$ cat config.mk
export PLATFORM = sky130hd
export DESIGN_NAME = seg7_reader_flat
export DESIGN_NICKNAME = d
export VERILOG_FILES = /design/src/rtl/seg7_pkg.sv /design/src/rtl/seg7_if.sv /design/src/rtl/seg7_pattern_decode.sv /design/src/rtl/seg7_reader.sv /design/src/flat_wrapper.sv
export SDC_FILE = /design/constraint.sdc
export NUM_CORES = 1
export LEC_CHECK = 0
export CAP_MARGIN = 15
export CORE_ASPECT_RATIO = 0.75
export CORE_MARGIN = 4
export CORE_UTILIZATION = 30
export DETAILED_ROUTE_END_ITERATION = 10
export SLEW_MARGIN = 40
export SYNTH_ARGS = -nofsm -noshare
export SYNTH_HDL_FRONTEND = slang
export SYNTH_HIERARCHICAL = 1
export SYNTH_SLANG_ARGS = --single-unit
$ cat constraint.sdc
create_clock -name clk -period 7.2 [get_ports clk]
set_clock_uncertainty 0.1 [all_clocks]
set_input_delay 1.08 -clock clk [delete_from_list [all_inputs] [get_ports clk]]
set_output_delay 1.08 -clock clk [all_outputs]
set_load 0.03 [all_outputs]
$ cat src/rtl/seg7_pkg.sv
// Shared 7-segment definitions: segment patterns, special codes and the
// BCD->segment encoder table used by both the display driver and the reader.
package seg7_pkg;

   // Segment bit order: bit0=top .. bit5=upper-left, bit6=middle
   localparam logic [6:0] SEG_0     = 7'h3F;
   localparam logic [6:0] SEG_1     = 7'h06;
   localparam logic [6:0] SEG_2     = 7'h5B;
   localparam logic [6:0] SEG_3     = 7'h4F;
   localparam logic [6:0] SEG_4     = 7'h66;
   localparam logic [6:0] SEG_5     = 7'h6D;
   localparam logic [6:0] SEG_6     = 7'h7D;
   localparam logic [6:0] SEG_7     = 7'h27;
   localparam logic [6:0] SEG_8     = 7'h7F;
   localparam logic [6:0] SEG_9     = 7'h6F;
   localparam logic [6:0] SEG_BLANK = 7'h00;

   localparam logic [3:0] CODE_BLANK = 4'hF;
   localparam logic [3:0] CODE_ERR   = 4'hE;

   function automatic logic [6:0] seg7_encode(input logic [3:0] code);
      logic [6:0] seg;
      case (code)
         4'd0:    seg = SEG_0;
         4'd1:    seg = SEG_1;
         4'd2:    seg = SEG_2;
         4'd3:    seg = SEG_3;
         4'd4:    seg = SEG_4;
         4'd5:    seg = SEG_5;
         4'd6:    seg = SEG_6;
         4'd7:    seg = SEG_7;
         4'd8:    seg = SEG_8;
         4'd9:    seg = SEG_9;
         default: seg = SEG_BLANK;
      endcase
      return seg;
   endfunction

endpackage

$ cat src/rtl/seg7_if.sv
// Frame output port of the 7-segment reader: valid/ready handshake carrying
// the decoded digit codes and per-digit error flags.
interface seg7_if #(
   parameter int NDIG = 4
) ();
   logic              out_valid;
   logic              out_ready;
   logic [4*NDIG-1:0] out_data;
   logic [NDIG-1:0]   out_err;

   modport master (output out_valid, output out_data, output out_err, input  out_ready);
   modport slave  (input  out_valid, input  out_data, input  out_err, output out_ready);
endinterface

$ cat src/rtl/seg7_pattern_decode.sv
// Combinational segment-pattern decoder: maps a 7-bit pattern back to its
// 4-bit code; blank gives CODE_BLANK, anything unrecognised gives CODE_ERR.
module seg7_pattern_decode
   import seg7_pkg::*;
(
   input  logic [6:0] seg,
   output logic [3:0] code,
   output logic       err
);

   always_comb begin
      err  = 1'b0;
      code = CODE_ERR;
      case (seg)
         SEG_0:     code = 4'd0;
         SEG_1:     code = 4'd1;
         SEG_2:     code = 4'd2;
         SEG_3:     code = 4'd3;
         SEG_4:     code = 4'd4;
         SEG_5:     code = 4'd5;
         SEG_6:     code = 4'd6;
         SEG_7:     code = 4'd7;
         SEG_8:     code = 4'd8;
         SEG_9:     code = 4'd9;
         SEG_BLANK: code = CODE_BLANK;
         default: begin
            code = CODE_ERR;
            err  = 1'b1;
         end
      endcase
   end

endmodule

$ cat src/rtl/seg7_reader.sv
// Multiplexed 7-segment bus reader: glitch-filters the sampled bus, decodes
// each strobed digit and presents complete frames on a valid/ready port.
module seg7_reader
   import seg7_pkg::*;
#(
   parameter int NDIG          = 4,
   parameter int STABLE_CYCLES = 3
) (
   input  logic            clk,
   input  logic            rst_n,
   input  logic [6:0]      seg_in,
   input  logic [NDIG-1:0] dig_sel,
   seg7_if.master          frm,
   output logic            overrun
);

   localparam int               CNT_W      = 4;
   localparam logic [CNT_W-1:0] CNT_COMMIT = CNT_W'(STABLE_CYCLES - 1);

   function automatic logic [CNT_W-1:0] sat_inc(input logic [CNT_W-1:0] v);
      return (v == '1) ? v : v + CNT_W'(1);
   endfunction

   logic [6:0]        seg_p0, seg_p1;
   logic [NDIG-1:0]   sel_p0, sel_p1;
   logic [CNT_W-1:0]  cnt_p1, cnt_nxt;
   logic              committed_p1;
   logic              same, commit, complete, accept, load;
   logic [3:0]        dec_code;
   logic              dec_err;
   logic [NDIG-1:0]   mask, mask_nxt;
   logic [4*NDIG-1:0] cap_data, cap_data_nxt, out_data_q;
   logic [NDIG-1:0]   cap_err, cap_err_nxt, out_err_q;
   logic              out_valid_q;

   seg7_pattern_decode u_decode (
      .seg  (seg_p0),
      .code (dec_code),
      .err  (dec_err)
   );

   // Compare stage: current registered pair against the previous one
   assign same    = (seg_p0 == seg_p1) && (sel_p0 == sel_p1);
   assign cnt_nxt = same ? sat_inc(cnt_p1) : '0;
   // A changed pair starts a fresh run, so the committed flag is ignored then
   assign commit  = $onehot(sel_p0) && (cnt_nxt == CNT_COMMIT) && (!same || !committed_p1);

   assign mask_nxt = mask | sel_p0;
   assign complete = commit && (&mask_nxt);
   assign accept   = out_valid_q && frm.out_ready;
   assign load     = complete && (!out_valid_q || frm.out_ready);

   always_comb begin
      cap_data_nxt = cap_data;
      cap_err_nxt  = cap_err;
      for (int i = 0; i < NDIG; i++) begin
         if (sel_p0[i]) begin
            cap_data_nxt[4*i +: 4] = dec_code;
            cap_err_nxt[i]         = dec_err;
         end
      end
   end

   always_ff @(posedge clk or negedge rst_n) begin
      if (!rst_n) begin
         seg_p0       <= '0;
         sel_p0       <= '0;
         seg_p1       <= '0;
         sel_p1       <= '0;
         cnt_p1       <= '0;
         committed_p1 <= 1'b0;
         mask         <= '0;
         cap_data     <= '0;
         cap_err      <= '0;
         out_valid_q  <= 1'b0;
         out_data_q   <= '0;
         out_err_q    <= '0;
         overrun      <= 1'b0;
      end else begin
         // Input register stage
         seg_p0 <= seg_in;
         sel_p0 <= dig_sel;
         // History/filter stage
         seg_p1 <= seg_p0;
         sel_p1 <= sel_p0;
         cnt_p1 <= cnt_nxt;
         if (!same)
            committed_p1 <= 1'b0;
         if (commit) begin
            committed_p1 <= 1'b1;
            cap_data     <= cap_data_nxt;
            cap_err      <= cap_err_nxt;
            mask         <= complete ? '0 : mask_nxt;
         end
         // Frame output stage
         if (load) begin
            out_valid_q <= 1'b1;
            out_data_q  <= cap_data_nxt;
            out_err_q   <= cap_err_nxt;
         end else if (accept) begin
            out_valid_q <= 1'b0;
         end
         if (complete && !load)
            overrun <= 1'b1;
      end
   end

   assign frm.out_valid = out_valid_q;
   assign frm.out_data  = out_data_q;
   assign frm.out_err   = out_err_q;

endmodule

$ cat src/flat_wrapper.sv
// flat-port wrapper written by rule: the top's interface ports become plain ports
module seg7_reader_flat import seg7_pkg::*;
#(
   parameter int NDIG          = 4,
   parameter int STABLE_CYCLES = 3
)
  (clk, rst_n, seg_in, dig_sel, overrun, frm_out_valid, frm_out_data, frm_out_err, frm_out_ready);
  seg7_if #(.NDIG(NDIG)) frm_i ();
  input  logic clk;
  input  logic rst_n;
  input  logic [6:0] seg_in;
  input  logic [NDIG-1:0] dig_sel;
  output logic overrun;
  output wire logic [$bits(frm_i.out_valid)-1:0] frm_out_valid;
  output wire logic [$bits(frm_i.out_data)-1:0] frm_out_data;
  output wire logic [$bits(frm_i.out_err)-1:0] frm_out_err;
  input wire logic [$bits(frm_i.out_ready)-1:0] frm_out_ready;
  assign frm_out_valid = frm_i.out_valid;
  assign frm_out_data = frm_i.out_data;
  assign frm_out_err = frm_i.out_err;
  assign frm_i.out_ready = frm_out_ready;
  seg7_reader #(.NDIG(NDIG), .STABLE_CYCLES(STABLE_CYCLES)) u_core (.clk(clk), .rst_n(rst_n), .seg_in(seg_in), .dig_sel(dig_sel), .frm(frm_i), .overrun(overrun));
endmodule
==> results.toml <==
[status]
run_status = "finished clean"

[drt]
postRouteWirelength_um = 6457
first_pass_iters = 4
post-route-drc-count = 0
route.antenna.remaining_nets = 0
routed_wire_length_per_instance_um = 15.12
dr_total_vias = 2028
vias_per_cell = 4.749
first_iter_violations = 157

[power]
power.density_cell_area_nw_per_um2 = 220.4
p_leak_nw = 1.912
vdd.ir_drop.worst_uv = 95.85

[placement]
replace_congestion = 0.8313
pre_cts_ws_ns = 2.990
io_buffers = 35
placed_area_um2 = 3834
dp_hpwl_um = 4366

[timing]
grt_setup_unrepaired = "no"
worst_slew_margin_rel_pct = 49.82
finalHoldViolCount = 0
finalCritPeriodShare_pct = 57.72
tightestPinTransition_ns = 0.7519
finalSetupViolCount = 0
achievable-frequency_ghz = 0.2406
period_needed_ns = 4.156
sum_of_negative_setup_slack_ns = 0
whs_ns = 0.3880
timing.final.max_slew_violations = 0
layout_setup_ws_ns = 3.044

[final_layout]
layout.cells.most_common_list = "sky130_fd_sc_hd__dfrtp_1 (73), sky130_fd_sc_hd__mux2_2 (40), sky130_fd_sc_hd__clkdlybuf4s50_1 (34)"
filler_cell_count = 1030
stdcell_area_um2 = 4131
mostFrequentLayoutCell = "sky130_fd_sc_hd__dfrtp_1"
multi_input_area_um2 = 1453
area_growth_pct = 21.22
antennaDiodeCount = 0
layout.nets = 300
drive_gt1_share_pct = 29.62
seq_area_um2 = 1827

[die]
floorplan.io_pins = 36
die_y_um = 100.3
design.die.area_um2 = 13150
effective_utilization_at_floorplan_pct = 30.92
coreArea_um2 = 11020
die-width_um = 131.1
number_of_rows_in_the_core_area = 33

[cts]
num_cts_buffers = 9
cts_tree = "yes"
cts_sinks = 73
cts_post_setup_buffers_inserted = 0
clock_tree.htree_level_count = 3
cts_repair_resize_count = 0
clock_insertion_delay_worst_skew_ns = 0.33
clockBufferDepth = 2
postCtsHoldBufs = 0
clkTransAtPathRegs_ns = 0.05
clock-root-buffer = "sky130_fd_sc_hd__clkbuf_16"

[yosys]
synthArstFlopShare_pct = 100.0
syn-mean-instance-area_um2 = 13.74
count_of_flip_flops_with_a_built_in_enable_after_synthesis = 0
ys.warnings.count = 6
seq_area_frac_synth_pct = 53.60
synth_area_leader_cell = "sky130_fd_sc_hd__dfrtp_1"
synth_cell_types = 48
synth_area_leaders = "sky130_fd_sc_hd__dfrtp_1 (54%), sky130_fd_sc_hd__mux2_2 (13%), sky130_fd_sc_hd__mux2_4 (8.8%)"
synth_top_flop_cell = "sky130_fd_sc_hd__dfrtp_1"
synth_top_cell_area_share_pct = 53.60
synth_nets = 266
mapped_cells = 248
number_of_synthesized_register_bits = 73
post_synth_instance_area_um2 = 3408

[global_route]
grt.total_usage_pct = 10.96
largest_net_degree_at_the_start_of_global_routing = 74
grt_pass1_wl_um = 10950
grt_remaining_overflow = 0
grt_pass1_vias = 2096
antenna_found_initial = 0

[worst_setup_path]
crit_required_ns = 7.31
worst_setup_path_start_kind = "flip-flop"
end_kind = "flip-flop"
worst-setup-path-type = "reg2reg"
critPathMaxFanout = 20
timing.critical_path.arrival_ns = 4.26

[job]
max-cap-violations = 0

[hold_path]
holdCritPathClass = "reg2reg"
[metrics by stage]
step,power [mW],util [%],instances
finish,0.9105,37.48,427
global route,0.9544,37.48,427
CTS,0.9290,37.41,427
detailed placement,0.4855,34.77,411
global placement,0.4834,34.74,411
floorplan,0.4645,-,248
[registers in the layout, indices dropped and copies added, names as in the netlist, 4 cells and up]
signal and flops:
u_core/sel_p0 4, u_core/cnt_p1 4, u_core/cap_data 16, u_core/seg_p0 7, u_core/frm.out_err 4, u_core/seg_p1 7, u_core/mask 4, u_core/frm.out_data 16
u_core/cap_err 4, u_core/sel_p1 4
[worst max-delay path, stage by stage, from the launching register on]
cell,delay (ns)
sky130_fd_sc_hd__dfrtp_1,0.60
sky130_fd_sc_hd__inv_1,0.15
sky130_fd_sc_hd__fa_1,0.57
sky130_fd_sc_hd__inv_1,0.05
sky130_fd_sc_hd__ha_1,0.18
sky130_fd_sc_hd__ha_1,0.26
sky130_fd_sc_hd__and4bb_2,0.30
sky130_fd_sc_hd__o2111ai_1,0.17
sky130_fd_sc_hd__nor4_4,0.43
sky130_fd_sc_hd__nand3_2,0.67
sky130_fd_sc_hd__mux2_4,0.53
[synthesized netlist by cell type, types with 3 or more instances]
library cell                count
sky130_fd_sc_hd__a21oi_1        6
sky130_fd_sc_hd__clkbuf_1       4
sky130_fd_sc_hd__buf_6          6
sky130_fd_sc_hd__ha_1           3
sky130_fd_sc_hd__nor2_1         7
sky130_fd_sc_hd__inv_1          8
sky130_fd_sc_hd__nand2_1       13
sky130_fd_sc_hd__dfrtp_1       73
sky130_fd_sc_hd__mux2_2        40
sky130_fd_sc_hd__mux2_4        20
sky130_fd_sc_hd__nand3_1        5
sky130_fd_sc_hd__nor3_1         3
sky130_fd_sc_hd__xnor2_1        9
sky130_fd_sc_hd__o21ai_0        3
sky130_fd_sc_hd__xnor2_2        3
sky130_fd_sc_hd__o2111ai_1      3
[worst paths after layout]
check | end | cells after the start | startpoint | slack, ns
worst max-delay path | u_core/frm.out_err[1]$_DFFE_PN0P_ | 10 | u_core/sel_p0[0]$_DFF_PN0_ | 3.04
worst min register to register | u_core/overrun$_DFFE_PN0P_ | 1 | u_core/overrun$_DFFE_PN0P_ | 0.39
worst max register to register | u_core/frm.out_err[1]$_DFFE_PN0P_ | 10 | u_core/sel_p0[0]$_DFF_PN0_ | 3.04
max in group asynchronous | u_core/frm.out_err[2]$_DFFE_PN0P_ | 2 | rst_n | 5.80
min in group asynchronous | u_core/seg_p0[1]$_DFF_PN0_ | 2 | rst_n | 0.76
worst min-delay path | u_core/overrun$_DFFE_PN0P_ | 1 | u_core/overrun$_DFFE_PN0P_ | 0.39
[layout make-up]
type | instances | area share (%)
multi-input cells | 154 | 35.16
clock inverters | 3 | 0.9691
flip-flops and latches | 73 | 44.22
clock buffers | 13 | 6.057
repair buffers | 36 | 8.631
well taps | 140 | 4.240
inverters | 8 | 0.7268
[layer usage]
metal | global-route usage (%) | up-vias | routed length, um
met5 | 0 | - | 0
met4 | 4.190 | 0 | 88
met3 | 3.936 | 9 | 366
met2 | 14.98 | 47 | 2883
met1 | 15.76 | 1017 | 3118
li1 | - | 955 | -
[logic make-up (layout without fill, tap and decap cells)]
family | Yosys count | in the layout | share of synthesized area, %
flip-flops | 73 | 73 | 53.60
buffers and inverters | 21 | 60 | 4.001
XOR/XNOR | 14 | 14 | 4.259
AND/OR/NAND/NOR | 47 | 47 | 8.334
adder cells (fa/ha/maj) | 4 | 4 | 1.689
multiplexers | 62 | 62 | 22.61
AO/OA/AOI/OAI | 27 | 27 | 5.507
[power by group]
part	switching (mW)	total (mW)	internal, mW
registers	0.0135	0.430	0.417
clock network	0.157	0.434	0.277
logic	0.0221	0.0468	0.0246
total	0.193	0.911	0.718
Power figures use the tool's default switching activity.
